==> src/rtl/execute_flag_cond.sv <==
// Flag-dependent condition evaluator: waits until every older flag-writing
// instruction has committed, then evaluates a condition code on the flag register.
module execute_flag_cond #(
    parameter int P_CNT_W = 3
) (
    input  logic       iCLOCK,
    input  logic       inRESET,
    input  logic       iRESET_SYNC,
    input  logic [4:0] iFLAG,
    input  logic       iFLAG_WR_ISSUE,
    input  logic       iFLAG_WR_DONE,
    input  logic       iCOND_VALID,
    input  logic [3:0] iCOND_CODE,
    output logic       oCOND_BUSY,
    output logic       oRESULT_VALID,
    output logic       oRESULT,
    input  logic       iNEXT_BUSY,
    output logic       oFLAG_PENDING,
    output logic       oFLAG_FULL
);

    typedef enum logic [1:0] {
        L_IDLE,
        L_WAIT,
        L_OUT
    } stateT;

    stateT              state, stateNext;
    logic [P_CNT_W-1:0] pending, pendingNext;
    logic [P_CNT_W-1:0] waitCnt, waitNext;
    logic [3:0]         code, codeNext;
    logic               result, resultNext;
    logic               valid, validNext;

    function automatic logic evalCond(input logic [3:0] cc, input logic [4:0] fl);
        logic z, p, c, o, s;
        {s, o, c, p, z} = fl;
        case (cc)
            4'd0:    evalCond = 1'b1;
            4'd1:    evalCond = z;
            4'd2:    evalCond = !z;
            4'd3:    evalCond = c;
            4'd4:    evalCond = !c;
            4'd5:    evalCond = s;
            4'd6:    evalCond = !s;
            4'd7:    evalCond = o;
            4'd8:    evalCond = !o;
            4'd9:    evalCond = c && !z;
            4'd10:   evalCond = !c || z;
            4'd11:   evalCond = (s == o);
            4'd12:   evalCond = (s != o);
            4'd13:   evalCond = !z && (s == o);
            4'd14:   evalCond = z || (s != o);
            default: evalCond = p;
        endcase
    endfunction

    always_comb begin
        pendingNext = pending;
        if (iFLAG_WR_ISSUE && !iFLAG_WR_DONE && pending != '1)
            pendingNext = pending + P_CNT_W'(1);
        else if (iFLAG_WR_DONE && !iFLAG_WR_ISSUE && pending != '0)
            pendingNext = pending - P_CNT_W'(1);

        stateNext  = state;
        waitNext   = waitCnt;
        codeNext   = code;
        resultNext = result;
        validNext  = valid;
        case (state)
            L_IDLE: begin
                if (iCOND_VALID) begin
                    codeNext  = iCOND_CODE;
                    // a write committing in the accept cycle is already behind us
                    waitNext  = pending - P_CNT_W'(iFLAG_WR_DONE && pending != '0);
                    stateNext = L_WAIT;
                end
            end
            L_WAIT: begin
                if (waitCnt != '0) begin
                    if (iFLAG_WR_DONE)
                        waitNext = waitCnt - P_CNT_W'(1);
                end else begin
                    resultNext = evalCond(code, iFLAG);
                    validNext  = 1'b1;
                    stateNext  = L_OUT;
                end
            end
            L_OUT: begin
                if (!iNEXT_BUSY) begin
                    validNext = 1'b0;
                    stateNext = L_IDLE;
                end
            end
            default: stateNext = L_IDLE;
        endcase
    end

    always_ff @(posedge iCLOCK or negedge inRESET) begin
        if (!inRESET) begin
            state   <= L_IDLE;
            pending <= '0;
            waitCnt <= '0;
            code    <= '0;
            result  <= 1'b0;
            valid   <= 1'b0;
        end else if (iRESET_SYNC) begin
            state   <= L_IDLE;
            pending <= '0;
            waitCnt <= '0;
            code    <= '0;
            result  <= 1'b0;
            valid   <= 1'b0;
        end else begin
            state   <= stateNext;
            pending <= pendingNext;
            waitCnt <= waitNext;
            code    <= codeNext;
            result  <= resultNext;
            valid   <= validNext;
        end
    end

    assign oCOND_BUSY    = (state != L_IDLE);
    assign oRESULT_VALID = valid;
    assign oRESULT       = result;
    assign oFLAG_PENDING = (pending != '0);
    assign oFLAG_FULL    = (pending == '1);

endmodule
==> config.mk <==
export PLATFORM = sky130hd
export DESIGN_NAME = execute_flag_cond
export DESIGN_NICKNAME = d
export VERILOG_FILES = /design/src/rtl/execute_flag_cond.sv
export SDC_FILE = /design/constraint.sdc
export NUM_CORES = 1
export LEC_CHECK = 0
export BUFFER_PORTS_ARGS = -buffer_cell sky130_fd_sc_hd__buf_2
export CORE_ASPECT_RATIO = 1.4
export CORE_MARGIN = 2
export CORE_UTILIZATION = 35
export DETAILED_ROUTE_END_ITERATION = 10
export GPL_ROUTABILITY_DRIVEN = 1
export PLACE_DENSITY = 0.67
export SLEW_MARGIN = 25
export SYNTH_ARGS = -nofsm -noshare
export SYNTH_HDL_FRONTEND = slang
export SYNTH_SLANG_ARGS = --single-unit
==> constraint.sdc <==
create_clock -name iCLOCK -period 3.6 [get_ports iCLOCK]
set_input_delay 0.72 -clock iCLOCK [delete_from_list [all_inputs] [get_ports iCLOCK]]
set_output_delay 0.72 -clock iCLOCK [all_outputs]
set_load 0.005 [all_outputs]
==> impl_metrics.tcl <==
set metrics [dict create \
    slew_violations 0 \
    die-width_um 49.2 \
    grt_max_degree 20 \
    crit_required_ps 2880 \
    synthFlopType "dfrtp_1" \
    r2r_start "waitCnt[0]" \
    grt_pass1_wl_um 3640 \
    cts.sinks 14 \
    drtIter0Drc 19 \
    drive_gt1_frac 0.235 \
    p_total_mw 0.620 \
    post-route-period-util 0.545 \
    initial_core_util 0.374 \
    portBuffers 20 \
    synth.avg_cell_area_sq_um 8.77 \
    crit_family "flip-flops" \
    synth_top_area_share 0.350 \
    ys_seq_area_frac 0.350 \
    hold_violations 0 \
    crit_path_end_kind "primary output" \
    n_antenna_cell 0 \
    syn_to_final_growth_pct 14.8 \
    cts.repair.resized 0 \
    worstReg2RegEnd "waitCnt[0]" \
    vias 918 \
    whs_ps 324 \
    clkTransAtPathRegs_ps 80 \
    setup_violations 0 \
    place.gp.congestion 0.784 \
    row_count 22 \
    synth_edf_count 0 \
    finalSetupTns_ps 0 \
    drcViolationCount 0 \
    h-tree-depth 1 \
    yosysTopAreaCell "dfrtp_1" \
    share_comb_of_total_power 0.445 \
    syn-num-nets 135 \
    arrival_ps 1240 \
    crit_start "pending[0]" \
    slowest_stage "dfrtp_1" \
    antenna_found_initial 0 \
    final_nets 155 \
    overflow 0 \
    synth_commonest_cells "dfrtp_1 (14), nor2_1 (11), inv_1 (10)" \
    grtUsageTotal 0.143 \
    worstPathMaxFanout 5 \
    p_clk_frac 0.143 \
    yosysMostFrequentCell "dfrtp_1" \
    ir_drop_mv 0.339 \
    p_switching_mw 0.244 \
    p_int_mw 0.375 \
    coreArea_sq_um 2670 \
    synth-async-reset-ratio 1.00 \
    cp_cell_sequence "or3_4 -> buf_2" \
    p_leak_nw 0.512 \
    cts.path.max_buffers 2 \
    rrSetupSlack_ps 1650 \
    skew_ps 0.692 \
    status "complete, no violations" \
    grt_setup_unrepaired "false" \
    swShare 0.394 \
    die_y_um 67.2 \
    synth_cells 114 \
    routed_wl_um 2170 \
    first_global_vias 874 \
    criticalPathCategory "reg2out" \
    wl_per_cell_um 12.9 \
    reg2regPathDepth 7 \
    die-area_sq_um 3310 \
    tightest_slew_ps 489 \
    slew-limit-headroom 0.673 \
    cts_made_buffers 3 \
    slowest_delay_ps 430 \
    p_seq_frac 0.412 \
    period_minus_slack_ps 1960 \
    dp_hpwl_um 1750 \
    pin_count 21 \
    ant_nets 0 \
    holdBufCountCts 0 \
    syn_area_sq_um 1000 \
    ys_ff_latch 14 \
    first_pass_iters 4 \
    clock_latency_ps 280 \
    final_core_util 0.430 \
    worst_hold_path_type "in2async" \
    cp.buffers_inverters 1 \
    routed_via_density 5.46 \
    cap_violations 0 \
    power.density_nw_per_um2 540 \
    cts_setup_buffers 0 \
    ys_types 42 \
    timing.fmax_mhz 509 \
    worstSetupStartpointType "register" \
    ys_warn_count 0 \
    ys_top_cells_by_area "dfrtp_1 (35%), ha_1 (5.0%), nor2_1 (4.1%)" \
    cts_root_buf "clkbuf_4" \
    tritoncts "built" \
]
==> metal layers <==
metal	GRT usage	vias to the layer above	part of all wire
met4	0.0750	0	0.020
met3	0.0133	5	0.029
met1	0.148	442	0.42
met2	0.280	18	0.53
li1	-	453	-
met5	0	-	0
==> area by class of cell <==
cell class,instances,area [sq um]
fill,283,1520
timing repair buffer,20,100
clock buffer,3,22.5
multi-input combinational,85,592
sequential,14,350
inverter,10,37.5
tap,36,45.0
==> state kept, by name, summed over array words and instances, names as in the netlist <==
register / flops
code: 4
pending: 3
waitCnt: 3
state: 2
oRESULT: 1
oRESULT_VALID: 1
==> worst reg2reg max path: stages, from the launching register on <==
cell and delay (ps):
dfrtp_1 400, inv_1 90, ha_1 140, nor2b_1 270, o22ai_1 130, a21oi_1 430
nor4_1 100, a211o_1 280
==> power groups by stage <==
stage	registers, mW	logic (mW)	clock network (mW)
floorplan	0.237	0.219	0
global route	0.263	0.314	0.0985
CTS	0.255	0.281	0.0941
finish	0.255	0.276	0.0886
global placement	0.254	0.270	0
detailed placement	0.258	0.281	0
==> stage by stage <==
stage / setup slack, ps / instance area [sq um] / cells
2_1_floorplan: 1600 / 1000 / 114
3_3_place_gp: 1490 / 1120 / 165
3_5_place_dp: 1420 / 1120 / 165
4_1_cts: 1640 / 1150 / 168
5_1_grt: 1490 / 1150 / 168
6_report: 1640 / 1150 / 168
==> logic make-up after synthesis <==
kind of cell	synth area share
flip-flops	0.350
adder cells (fa/ha/maj)	0.0701
AND/OR/NAND/NOR	0.249
XOR/XNOR	0.0263
multiplexers	0.0300
buffers and inverters	0.0576
AO/OA/AOI/OAI	0.217
==> worst max-delay path by stage <==
stage,slack (ps),cells past startpoint,endpoint
6_report,1640,2,oFLAG_PENDING
5_1_grt,1490,7,waitCnt[0]
4_1_cts,1640,2,oFLAG_PENDING
3_5_place_dp,1420,7,pending[2]
3_3_place_gp,1490,7,pending[2]
2_1_floorplan,1600,6,pending[2]
==> cell usage in the layout, fill, tap and decap left out, types with 2 or more instances in the layout <==
master,instances
buf_2,20
dfrtp_1,14
nor2_1,11
inv_1,10
nand2_1,9
a21oi_1,7
nor3_1,4
nor2b_1,4
o21ai_0,4
nand3b_1,4
ha_1,4
mux2i_1,3
nor4_1,3
clkbuf_4,3
o31ai_1,2
a311o_1,2
xor2_1,2
a32oi_1,2
No activity file was read; power rests on OpenSTA's default activity.
